## src/rtl/uart_rx_pkg.sv

```systemverilog
// Shared constants and types for the UART receive path: FSM states,
// bit-counter codes and default bit-period settings.
package uart_rx_pkg;

  typedef enum logic {
    UART_STATE_IDLE = 1'b0,
    UART_STATE_RX   = 1'b1
  } uart_state_e;

  // bit_cnt holds 0..7 for data bits, plus two codes for the framing bits
  localparam logic [3:0] UART_BIT_CNT_MSB   = 4'd7;
  localparam logic [3:0] UART_BIT_CNT_START = 4'd8;
  localparam logic [3:0] UART_BIT_CNT_STOP  = 4'd9;

  localparam int UART_DIV_RATE  = 260;
  localparam int UART_DIV_CNT_W = 9;

  localparam logic UART_START_BIT = 1'b0;
  localparam logic UART_STOP_BIT  = 1'b1;

endpackage

```

## src/rtl/uart_rx_sync.sv

```systemverilog
// Two-flop synchroniser for the asynchronous rx pin plus a "previous" flop
// used to detect the falling edge that marks a start bit.
module uart_rx_sync
  import uart_rx_pkg::*;
(
  input  logic clk,
  input  logic reset,
  input  logic rx,
  output logic rx_s,
  output logic start_edge
);

  logic rx_meta;
  logic rx_sync;
  logic rx_prev;

  // All flops reset to the idle-line level so reset release never looks like a start
  always_ff @(posedge clk or negedge reset) begin
    if (!reset) begin
      rx_meta <= 1'b1;
      rx_sync <= 1'b1;
      rx_prev <= 1'b1;
    end else begin
      rx_meta <= rx;
      rx_sync <= rx_meta;
      rx_prev <= rx_sync;
    end
  end

  assign rx_s       = rx_sync;
  assign start_edge = rx_prev & ~rx_sync;

endmodule

```

## src/rtl/uart_rx.sv

```systemverilog
// UART receiver, 8N1, LSB first. Samples each bit at mid-bit time and
// reports every completed frame with a one-cycle rx_end pulse.
module uart_rx
  import uart_rx_pkg::*;
#(
  parameter int DIV_RATE  = UART_DIV_RATE,
  parameter int DIV_CNT_W = UART_DIV_CNT_W
) (
  input  logic       clk,
  input  logic       reset,
  input  logic       rx,
  output logic       rx_busy,
  output logic       rx_end,
  output logic [7:0] rx_data,
  output logic       rx_ferr
);

  localparam logic [DIV_CNT_W-1:0] DIV_RELOAD = DIV_CNT_W'(DIV_RATE);
  localparam logic [DIV_CNT_W-1:0] DIV_HALF   = DIV_CNT_W'(DIV_RATE >> 1);

  uart_state_e          state;
  logic [DIV_CNT_W-1:0] div_cnt;
  logic [3:0]           bit_cnt;
  logic [7:0]           sh_reg;
  logic                 rx_s;
  logic                 start_edge;

  uart_rx_sync u_sync (
    .clk        (clk),
    .reset      (reset),
    .rx         (rx),
    .rx_s       (rx_s),
    .start_edge (start_edge)
  );

  // rx_busy is the registered FSM state, so it doubles as the state probe
  assign rx_busy = (state == UART_STATE_RX);

  always_ff @(posedge clk or negedge reset) begin
    if (!reset) begin
      state   <= UART_STATE_IDLE;
      div_cnt <= DIV_RELOAD;
      bit_cnt <= UART_BIT_CNT_START;
      sh_reg  <= 8'h00;
      rx_end  <= 1'b0;
      rx_data <= 8'h00;
      rx_ferr <= 1'b0;
    end else begin
      rx_end <= 1'b0;
      case (state)
        UART_STATE_IDLE: begin
          // Half-period load puts every later sample at mid-bit
          if (start_edge) begin
            state   <= UART_STATE_RX;
            div_cnt <= DIV_HALF;
            bit_cnt <= UART_BIT_CNT_START;
          end
        end
        UART_STATE_RX: begin
          if (div_cnt != '0) begin
            div_cnt <= div_cnt - 1'b1;
          end else begin
            div_cnt <= DIV_RELOAD;
            case (bit_cnt)
              UART_BIT_CNT_START: begin
                if (rx_s == UART_START_BIT) begin
                  bit_cnt <= 4'd0;
                end else begin
                  state <= UART_STATE_IDLE;
                end
              end
              UART_BIT_CNT_MSB: begin
                sh_reg  <= {rx_s, sh_reg[7:1]};
                bit_cnt <= UART_BIT_CNT_STOP;
              end
              UART_BIT_CNT_STOP: begin
                // Leaving at mid stop bit lets a back-to-back start edge be caught
                rx_data <= sh_reg;
                rx_ferr <= (rx_s != UART_STOP_BIT);
                rx_end  <= 1'b1;
                state   <= UART_STATE_IDLE;
                bit_cnt <= UART_BIT_CNT_START;
              end
              default: begin
                sh_reg  <= {rx_s, sh_reg[7:1]};
                bit_cnt <= bit_cnt + 4'd1;
              end
            endcase
          end
        end
        default: state <= UART_STATE_IDLE;
      endcase
    end
  end

endmodule

```

## config.mk

```make
export PLATFORM = sky130hd
export DESIGN_NAME = uart_rx
export DESIGN_NICKNAME = d
export VERILOG_FILES = /design/src/rtl/uart_rx_pkg.sv /design/src/rtl/uart_rx_sync.sv /design/src/rtl/uart_rx.sv
export SDC_FILE = /design/constraint.sdc
export NUM_CORES = 1
export LEC_CHECK = 0
export CAP_MARGIN = 0
export CORE_MARGIN = 4
export CORE_UTILIZATION = 35
export DETAILED_ROUTE_END_ITERATION = 8
export PLACE_DENSITY = 0.59
export SETUP_SLACK_MARGIN = 0.05
export SLEW_MARGIN = 25
export SYNTH_ARGS = -nofsm -noshare
export SYNTH_HDL_FRONTEND = slang
export SYNTH_SLANG_ARGS = --single-unit
```

## constraint.sdc

```tcl
create_clock -name clk -period 2.59 [get_ports clk]
set_input_delay 0.6475 -clock clk [delete_from_list [all_inputs] [get_ports clk]]
set_output_delay 0.6475 -clock clk [all_outputs]
set_load 0.02 [all_outputs]
```

==> results.yml, run 1 <==
cts:
  post_cts_buffers: 0
  cts_sinks: 35
  cts_buffers: 5
  clk_transition_reported_paths_ns: 0.08
  cts_tree: "yes"
  hold_buffers: 0
  htree_levels: 2
  clk_latency_ns: 0.29
  cts_resized: 0
  cts_root_buf: "clkbuf_8"
  cts_buffer_depth: 2
final_layout:
  regArea_sq_um: 883.3
  final_cells: 212
  finish.utilization: 0.4382
  area_growth_pct: 18.44
  antenna_cells: 0
  drive_gt1_frac: 0.2750
  finalNetCount: 166
  design_area_sq_um: 1961
  n_fill_cell: 406
  mostFrequentLayoutCell: "dfrtp_1"
  largest_reg_flops: 9
  multiInputGateArea_sq_um: 734.5
  final_cell_mix: "dfrtp_1, mux2_2, clkdlybuf4s50_1, o21ai_0"
worst_hold_path:
  holdPathStages: 0
  worstHoldStart: "u_sync.rx_meta"
  hold_class: "reg2reg"
  holdPathEnd: "u_sync.rx_s"
critical_path:
  reg2reg_slack_ns: 0.48
  cp-start-kind: "flop"
  critPathKind: "reg2reg"
  r2r_start: "div_cnt[0]"
  critPathCaptureType: "flop"
  reg2reg_depth: 6
  arrival_ns: 2.29
  critPathMaxFanout: 8
  rr_endpoint: "sh_reg[6]"
  crit_required_ns: 2.77
placement:
  place.gp.congestion: 0.8559
  io_buffers: 13
  placed_cell_area_sq_um: 1862
  post-dp-hpwl_um: 2278
  placed_cells: 204
logic_synthesis:
  ys.flop_type: "dfrtp_1"
  yosys_warnings: 0
  syn-cell-area_sq_um: 1655
  syn_nets: 145
  ys_types: 42
  async_flop_share: 1.000
  synth_edf_count: 0
  ys_ff_latch: 35
  synthCells: 138
  avgSynthCellArea_sq_um: 12.00
  ys_seq_area_frac: 0.5336
global_routing:
  grt_pass1_wl_um: 5651
  grt-ovfl-total: 0
  grt_pass1_vias: 1223
  track_usage: 0.1220
  antenna_found_initial: 0
  grt_max_degree: 36
power:
  p_switching_mw: 0.6478
  swShare: 0.3608
  p_leak_nw: 0.8978
  p_int_mw: 1.148
  vdd_drop_max_mv: 0.4265
  p_clk_frac: 0.239
  seq_power_share: 0.462
  comb_power_share: 0.298
  p_per_area_nw_per_um2: 915.7
timing:
  finalCritPeriodShare: 0.8142
  tightest_slew_ns: 0.7306
  setup_viol: 0
  fin_crit_ns: 2.109
  slew_headroom: 0.5084
  hold_violations: 0
  setup_tns_ns: 0
  rsz0062_at_grt: "no"
  skew_ns: 0.006961
  finalMaxSlewViolations: 0
  max_freq_mhz: 474.2
  hold_slack_ns: 0.3578
die:
  start_util: 0.3700
  io_pins: 14
  die_area_sq_um: 5894
  core_area_sq_um: 4474
  std_cell_rows: 24
  die_h_um: 76.77
  die_w_um: 76.77
routing:
  routed_wl_um: 3293
  wl_met1_um: 1509
  wl_met2_um: 1545
  viasPerCell: 5.472
  first_pass_iters: 5
  routedWlPerCell_um: 15.53
  routed.top_layer: "met4"
  route.detailed.drc: 0
  vias: 1160
  wl_met3_um: 148
  antenna_left: 0
  drt_iter0_markers: 54
flow_run:
  drv_cap: 0
status:
  status: "complete, no violations"
-- how the worst max path moves through the flow --
stage | start | end | slack, ns | cells after the start
after floorplan | div_cnt[0] | sh_reg[0] | 0.71 | 6
after global placement | div_cnt[0] | sh_reg[2] | 0.55 | 6
after detailed placement | div_cnt[0] | sh_reg[6] | 0.48 | 6
after CTS | div_cnt[0] | sh_reg[6] | 0.45 | 6
after global routing | div_cnt[0] | sh_reg[6] | 0.28 | 6
final | div_cnt[0] | sh_reg[6] | 0.48 | 6
-- metrics by stage --
stage          setup WS, ns  power (mW)
2_1_floorplan        0.7103       1.220
3_3_place_gp         0.5455       1.334
3_5_place_dp         0.4814       1.365
4_1_cts              0.4526       1.805
5_1_grt              0.2806       1.922
6_report             0.4813       1.795
-- power groups by stage --
stage,Combinational (mW),Clock [mW],Sequential (mW)
after detailed placement,0.532,0,0.834
after global placement,0.507,0,0.828
after global routing,0.595,0.477,0.850
after CTS,0.536,0.444,0.825
final,0.535,0.430,0.830
after floorplan,0.413,0,0.807
-- critical path, cell delays in order, from the launching register on --
cell and delay, ns:
dfrtp_1 0.40, inv_1 0.09, ha_1 0.21, nor4b_4 0.41, nand3_1 0.24, nor2_4 0.27, mux2_2 0.36
-- cell type report --
| class | instances | share of cell area |
|---|---|---|
| clock buffer | 6 | 0.04212 |
| clock inverter | 2 | 0.008296 |
| inverter | 9 | 0.01723 |
| multi-input combinational | 93 | 0.3746 |
| sequential | 35 | 0.4505 |
| tap | 52 | 0.03318 |
| timing repair buffer | 15 | 0.07403 |
-- synthesized netlist by cell type (all sizes together) (2+ instances only) --
cell	count	area, sq um
nor2b	3	18.77
ha	4	50.05
nor2	6	30.03
o31ai	3	22.52
dfrtp	29	725.7
nand3	5	25.02
dfstp	6	157.7
o21ai	12	60.06
nand2	9	33.78
a21oi	4	23.77
inv	9	33.78
a31oi	2	12.51
mux2	18	202.7
nor4	3	33.78
or2	2	15.02
-- cell families after synthesis --
logic type               synth area share
flip-flops                         0.5336
AND/OR/NAND/NOR                    0.1618
adder cells (fa/ha/maj)           0.03024
AO/OA/AOI/OAI                      0.1179
multiplexers                       0.1285
buffers and inverters             0.02267
XOR/XNOR                         0.005292
-- metal layers --
layer,vias up,global-route usage
met5,-,0
met4,0,0.07246
met3,9,0.03162
met2,44,0.1899
met1,569,0.1517
li1,538,-
Note: power is estimated with default switching activity, not from simulation.
==> run 2: changes to the inputs <==
==> constraint.sdc (replaced) <==
create_clock -name clk -period 2.2 [get_ports clk]
set_input_delay 0.55 -clock clk [delete_from_list [all_inputs] [get_ports clk]]
set_output_delay 0.55 -clock clk [all_outputs]
set_load 0.02 [all_outputs]
==> run 2 against run 1 <==
Compared with the run above: non-clock buffer count is 4 higher; wire length decreased by 2.4%; clock skew fell by 0.0034 ns; register-to-register slack got worse by 0.19 ns; combinational power up 20%; sequential cell count unchanged; critical path depth fell by 5; core utilization rose by 0.67 points; clock-buffer cell count is the same; critical endpoint is now rx_busy.
==> results.yml, run 2 (synthesized netlist as in run 1, its figures left out) <==
status:
  status: "complete, no violations"
die:
  start_util: 0.3700
  io_pins: 14
  die_area_sq_um: 5894
  std_cell_rows: 24
  die_h_um: 76.77
  die_w_um: 76.77
  core_area_sq_um: 4474
final_layout:
  largest_reg_flops: 9
  multiInputGateArea_sq_um: 734.5
  area_growth_pct: 20.26
  mostFrequentLayoutCell: "dfrtp_1"
  n_fill_cell: 409
  drive_gt1_frac: 0.2927
  antenna_cells: 0
  regArea_sq_um: 883.3
  final_cell_mix: "dfrtp_1, mux2_2, clkdlybuf4s50_1, o21ai_0"
  finalNetCount: 170
timing:
  hold_violations: 0
  fin_crit_ns: 2.011
  rsz0062_at_grt: "no"
  finalMaxSlewViolations: 0
  skew_ns: 0.003608
  hold_slack_ns: 0.3570
  max_freq_mhz: 497.2
  tightest_slew_ns: 0.6470
  setup_tns_ns: 0
  finalCritPeriodShare: 0.9143
  slew_headroom: 0.5671
  setup_viol: 0
cts:
  cts_tree: "yes"
  cts_buffer_depth: 2
  cts_root_buf: "clkbuf_8"
  post_cts_buffers: 0
  clk_latency_ns: 0.29
  cts_sinks: 35
  htree_levels: 2
  cts_buffers: 5
  clk_transition_reported_paths_ns: 0.07
  hold_buffers: 0
  cts_resized: 0
global_routing:
  grt_pass1_wl_um: 5768
  grt_max_degree: 36
  grt-ovfl-total: 0
  grt_pass1_vias: 1188
  antenna_found_initial: 0
  track_usage: 0.1238
critical_path:
  cpMaxStageDelayCell: "clkdlybuf4s50_1"
  cp.depth: 1
  crit_family: "buffers and inverters"
  arrival_ns: 1.46
  rr_endpoint: "sh_reg[4]"
  max_stage_delay_ns: 0.67
  crit_buf_inv: 1
  crit_required_ns: 1.65
  reg2reg_depth: 6
  reg2reg_slack_ns: 0.29
  worstPathCellList: "clkdlybuf4s50_1"
  critPathMaxFanout: 9
  critPathKind: "reg2out"
  critPathCaptureType: "output port"
  r2r_start: "div_cnt[1]"
  cp-start-kind: "flop"
worst_hold_path:
  holdPathStages: 0
  holdPathEnd: "u_sync.rx_s"
  hold_class: "reg2reg"
  worstHoldStart: "u_sync.rx_meta"
routing:
  viasPerCell: 5.181
  antenna_left: 0
  drt_iter0_markers: 31
  vias: 1119
  routed_wl_um: 3215
  routedWlPerCell_um: 14.88
  route.detailed.drc: 0
  first_pass_iters: 4
placement:
  place.gp.congestion: 0.8684
  io_buffers: 13
  post-dp-hpwl_um: 2268
power:
  power_mw: 2.115
  p_leak_nw: 0.9180
  p_per_area_nw_per_um2: 1062
  vdd_drop_max_mv: 0.4967
flow_run:
  drv_cap: 0
run 2: changes by cell type in the layout (fill, tap and decap cells not counted):
cell / change
buf_4: +4
run 2: metal layers:
layer | global-route usage | part of all wire | vias up
li1 | - | - | 552
met1 | 0.1629 | 0.49 | 546
met2 | 0.1812 | 0.46 | 16
met3 | 0.05269 | 0.040 | 5
met4 | 0.04348 | 0.014 | 0
met5 | 0 | 0 | -
run 2: how the worst max path moves through the flow:
stage | from | to | slack [ns]
detailed placement | div_cnt[1] | div_cnt[6] | 0.26
finish | rx_busy | rx_busy | 0.19
floorplan | div_cnt[0] | sh_reg[0] | 0.32
global placement | div_cnt[0] | sh_reg[0] | 0.34
global route | rx_busy | rx_busy | 0.13
CTS | rx_busy | rx_busy | 0.18
run 2: cell type report:
type | count | area share
Clock buffer | 6 | 0.04148
Clock inverter | 2 | 0.008171
Inverter | 9 | 0.01697
Multi-Input combinational cell | 93 | 0.3689
Sequential cell | 35 | 0.4437
Tap cell | 52 | 0.03268
Timing Repair Buffer | 19 | 0.08799
run 2: stage by stage:
stage	util	area, sq um	std cells	worst slack, ns
6_report	0.4449	1991	216	0.1885
4_1_cts	0.4449	1991	216	0.1849
2_1_floorplan	-	1655	138	0.3203
5_1_grt	0.4449	1991	216	0.1283
3_5_place_dp	0.4228	1892	208	0.2642
3_3_place_gp	0.4228	1892	208	0.3435
run 2: report_power, final:
group | switching (mW) | internal [mW]
Clock | 0.244 | 0.255
Sequential | 0.171 | 0.800
Combinational | 0.326 | 0.317
